`src/rtl/fetch_unit.sv`:
```
// Program-counter / fetch sequencer on the read side of instruction_memory.
// Two-phase fetch (address cycle, check cycle), valid/ready handoff to decode, branch redirect and halt.
module fetch_unit #(
    parameter int ADDR_W  = 8,
    parameter int INSTR_W = 9,
    parameter int CNT_W   = 16
) (
    input  logic               clk,
    input  logic               reset,
    input  logic               start,
    output logic [ADDR_W-1:0]  imem_addr,
    input  logic [INSTR_W-1:0] imem_instruct,
    input  logic               imem_done,
    output logic [INSTR_W-1:0] instr,
    output logic [ADDR_W-1:0]  instr_pc,
    output logic               instr_valid,
    input  logic               instr_ready,
    input  logic               branch_taken,
    input  logic [ADDR_W-1:0]  branch_target,
    output logic               halted,
    output logic [CNT_W-1:0]   fetch_count
);

    typedef enum logic [2:0] {
        IDLE  = 3'd0,
        ADDR  = 3'd1,
        CHECK = 3'd2,
        HOLD  = 3'd3,
        HALT  = 3'd4
    } state_t;

    state_t             state, state_n;
    logic [ADDR_W-1:0]  pc, pc_n;
    logic [INSTR_W-1:0] instr_n;
    logic [ADDR_W-1:0]  instr_pc_n;
    logic               valid_n;
    logic               halted_n;
    logic [CNT_W-1:0]   count_n;
    logic               wrap, wrap_n;
    logic               transfer;

    assign transfer  = instr_valid && instr_ready;
    assign imem_addr = pc;

    always_comb begin
        // NOTE: every next-value defaults to the current register first so no path infers a latch.
        state_n    = state;
        pc_n       = pc;
        instr_n    = instr;
        instr_pc_n = instr_pc;
        valid_n    = instr_valid;
        halted_n   = halted;
        count_n    = fetch_count;
        wrap_n     = wrap;

        case (state)
            IDLE, HALT: begin
                if (start) begin
                    state_n  = ADDR;
                    pc_n     = '0;
                    count_n  = '0;
                    halted_n = 1'b0;
                    wrap_n   = 1'b0;
                end
            end
            ADDR: state_n = CHECK;
            CHECK: begin
                if (imem_done) begin
                    state_n  = HALT;
                    halted_n = 1'b1;
                end else begin
                    instr_n    = imem_instruct;
                    instr_pc_n = pc;
                    valid_n    = 1'b1;
                    pc_n       = pc + ADDR_W'(1);
                    if (&pc) wrap_n = 1'b1;
                    state_n    = HOLD;
                end
            end
            HOLD: begin
                if (transfer) begin
                    valid_n = 1'b0;
                    count_n = fetch_count + CNT_W'(1);
                    if (wrap) begin
                        state_n  = HALT;
                        halted_n = 1'b1;
                    end else begin
                        state_n = ADDR;
                    end
                end
            end
            default: state_n = IDLE;
        endcase

        // Redirect overrides the state rules above but keeps a same-cycle transfer in the count.
        if (branch_taken && (state == ADDR || state == CHECK || state == HOLD)) begin
            state_n    = ADDR;
            pc_n       = branch_target;
            valid_n    = 1'b0;
            wrap_n     = 1'b0;
            halted_n   = 1'b0;
            instr_n    = instr;
            instr_pc_n = instr_pc;
        end
    end

    // NOTE: sequential state uses non-blocking assignments so all registers update together.
    always_ff @(posedge clk or negedge reset) begin
        if (!reset) begin
            state       <= IDLE;
            pc          <= '0;
            instr       <= '0;
            instr_pc    <= '0;
            instr_valid <= 1'b0;
            halted      <= 1'b0;
            fetch_count <= '0;
            wrap        <= 1'b0;
        end else begin
            state       <= state_n;
            pc          <= pc_n;
            instr       <= instr_n;
            instr_pc    <= instr_pc_n;
            instr_valid <= valid_n;
            halted      <= halted_n;
            fetch_count <= count_n;
            wrap        <= wrap_n;
        end
    end

endmodule
```
`config.mk`:
```
export PLATFORM = sky130hd
export DESIGN_NAME = fetch_unit
export DESIGN_NICKNAME = d
export VERILOG_FILES = /design/src/rtl/fetch_unit.sv
export SDC_FILE = /design/constraint.sdc
export NUM_CORES = 1
export LEC_CHECK = 0
export BUFFER_PORTS_ARGS = -buffer_cell sky130_fd_sc_hd__buf_2
export CORE_ASPECT_RATIO = 1.25
export CORE_MARGIN = 2
export CORE_UTILIZATION = 40
export DETAILED_ROUTE_END_ITERATION = 10
export PLACE_DENSITY = 0.76
export RECOVER_POWER = 50
export REMOVE_ABC_BUFFERS = 1
export SYNTH_ARGS = -nofsm -noshare
export SYNTH_HDL_FRONTEND = slang
export SYNTH_SLANG_ARGS = --single-unit
```
`constraint.sdc`:
```
create_clock -name clk -period 3.98 [get_ports clk]
set_clock_uncertainty 0.05 [all_clocks]
set_input_delay 0.796 -clock clk [delete_from_list [all_inputs] [get_ports clk]]
set_output_delay 0.796 -clock clk [all_outputs]
set_load 0.01 [all_outputs]
```
==> impl_metrics.ini <==
[status]
outcome = finished with violations
violations = max-capacitance violations, max-slew violations

[timing]
setup_ws_ps = 1270
finalHoldViolations = 0
drv_slew = 48
fin_crit_sh_pct = 68.2
setup_viol = 0
tightest_slew_ps = 2490
setup_tns_ps = 0
timing.slew.headroom_pct = -66.1
max_freq_mhz = 368
rsz0062_at_grt = no
layout_min_cycle_time_ps = 2710

[synthesis]
synthFlopType = dfrtp_1
syn-cell-area_um2 = 2390
yosysUniqueCellTypes = 49
synthCells = 237
synth.avg_cell_area_um2 = 10.1
synth_warnings = 0
ys_ff_latch = 47
synth_edf_count = 0
ys_seq_area_share_pct = 49.2
postSynth.asyncResetShare_pct = 100

[placement]
gp_congestion = 0.812
place_hpwl_um = 3810
post-place-cells = 356
io_buffers = 65
place_ws_ps = 1410

[power]
p_comb_share_pct = 31.1
switching_share_pct = 38.4
clkPwrFrac_pct = 18.6
p_total_w = 0.00153
p_sw_w = 0.000587
seqPwrFrac_pct = 50.3
vdd_ir_drop_max_v = 0.000195
leakagePower_nw = 1.28
p_per_area_nw_per_um2 = 543
internal_power_w = 0.000942

[hold_path]
whs_endpoint = halted$_DFFE_PN0P_
whs_path_depth = 1
min_path_type = reg -> reg
hold_path_startpoint = halted$_DFFE_PN0P_

[cells_and_area]
fillers = 585
final_cell_mix = 50 x buf_2, 47 x dfrtp_1, 18 x a21oi_1, 18 x o21ai_0, 17 x mux2_2
drive_gt1_share_pct = 26.8
nets = 322
antenna_cells = 0
stdcell_count = 364
final_common_cell = buf_2
area_growth_pct = 17.8

[floorplan]
die-area_um2 = 6610
rows = 31
dieWidth_um = 73.1
io_pins = 66
die_y_um = 90.4
core_area_um2 = 5780
start_util_pct = 41.4

[detailed_routing]
wl_um = 5470
drc = 0
drt_iter0_drc = 150
wl_per_cell_um = 15.0
vias = 2097
drt_pass1_iterations = 4
postRouteAntennaNets = 0
vias_per_cell = 5.76

[setup_path]
crit_arrival_ps = 2550
r2r_end = wrap$_DFFE_PN0P_
slowest_stage = clkbuf_1
slowest_delay_ps = 1740
path_depth = 1
start_kind = input pin
r2r_slack_ps = 1570
path_cells = clkbuf_1
path_delay_family = buffers and inverters
crit_path_end_kind = asynchronous set/reset pin
crit_fanout = 47
worst_ep_required_time_ps = 3820
crit_buf_inv = 1
ff2ff_path_depth = 5
worstSetupPathType = in -> async
worstReg2RegStart = state[0]$_DFFE_PN0P_

[global_routing]
grt.overflow.total = 0
grt_max_degree = 48
grt_pass1_wl_um = 8950
grt_usage_pct = 16.7
antenna_found_initial = 0
first_global_vias = 1996

[clock_network]
cts_tree = done
clock_sinks = 47
hold_buffers = 0
clock-root-buffer = clkbuf_8
clk_path_buf_depth = 2
cts.clk_slew.worst_paths_ps = 80
cts_setup_buffers = 0
cts_made_buffers = 5
ctsResizeCount = 0
cts_htree_levels = 2
clk_latency_ps = 290

[run]
cap_viol_max_count = 1
[final cells by class]
type | count | area [um^2] | share of cell area (%)
Clock buffer | 5 | 68.8 | 2.44
Clock inverter | 3 | 20.0 | 0.711
Inverter | 7 | 26.3 | 0.933
Multi-Input combinational cell | 170 | 1130 | 40.0
Sequential cell | 47 | 1180 | 41.8
Tap cell | 66 | 82.6 | 2.93
Timing Repair Buffer | 66 | 314 | 11.2
[synthesized netlist by cell type, types with 6 or more instances]
cell type / n / share of area [%]
dfrtp_1: 47 / 49
a21oi_1: 18 / 3.8
o21ai_0: 18 / 3.8
mux2_2: 17 / 8.0
nor2_1: 16 / 2.5
nand2_1: 15 / 2.4
nand3_1: 9 / 1.9
inv_1: 7 / 1.1
nand4_1: 7 / 1.8
nor3_1: 6 / 1.3
nor4_1: 6 / 1.6
or3_1: 6 / 1.6
xnor2_1: 6 / 2.2
[how the worst max path moves through the flow]
| stage | slack, ps | to | startpoint |
|---|---|---|---|
| after floorplan | 1330 | wrap$_DFFE_PN0P_ | start |
| after global placement | 1420 | wrap$_DFFE_PN0P_ | start |
| after detailed placement | 1410 | wrap$_DFFE_PN0P_ | start |
| after CTS | 1610 | wrap$_DFFE_PN0P_ | state[0]$_DFFE_PN0P_ |
| after global routing | 750 | fetch_count[3]$_DFFE_PN0P_ | reset |
| final | 1270 | fetch_count[3]$_DFFE_PN0P_ | reset |
[cell families (layout without fill, tap and decap cells)]
group / after synthesis / in the layout / synth area share, %
simple gates: 84 / 84 / 19.8
compound gates: 59 / 59 / 15.1
flops: 47 / 47 / 49.2
buf+inv: 20 / 81 / 3.87
mux: 18 / 18 / 8.43
xor+xnor: 7 / 7 / 2.57
fa+ha+maj: 2 / 2 / 1.05
[registers in the layout, indices dropped and copies added, names as in the netlist]
register,count
fetch_count,16
halted,1
imem_addr,8
instr,9
instr_pc,8
instr_valid,1
state,3
wrap,1
[power groups by stage]
| stage | clock, W | combinational (W) | sequential [W] |
|---|---|---|---|
| after floorplan | 0 | 0.000237 | 0.000798 |
| after global placement | 0 | 0.000483 | 0.000763 |
| after detailed placement | 0 | 0.000497 | 0.000774 |
| after CTS | 0.000294 | 0.000498 | 0.000766 |
| after global routing | 0.000310 | 0.000533 | 0.000792 |
| final | 0.000284 | 0.000476 | 0.000769 |
[metrics by stage]
| stage | utilization [%] | hold slack (ps) | cell area, um^2 |
|---|---|---|---|
| 4_1_cts | 49.0 | 457 | 2830 |
| 3_5_place_dp | 47.5 | 425 | 2750 |
| 6_report | 48.7 | 445 | 2820 |
| 3_3_place_gp | 47.5 | 427 | 2750 |
| 2_1_floorplan | - | 450 | 2320 |
| 5_1_grt | 48.7 | 473 | 2820 |
[layer usage]
layer  vias up  part of all wire [%]  GRT usage, %
met4         0                   1.8          6.94
met3         8                   4.0          3.01
met1      1039                    41          19.9
met2        59                    53          28.9
met5         -                     0             0
li1        991                     -             -
Note: power is estimated with default switching activity, not from simulation.
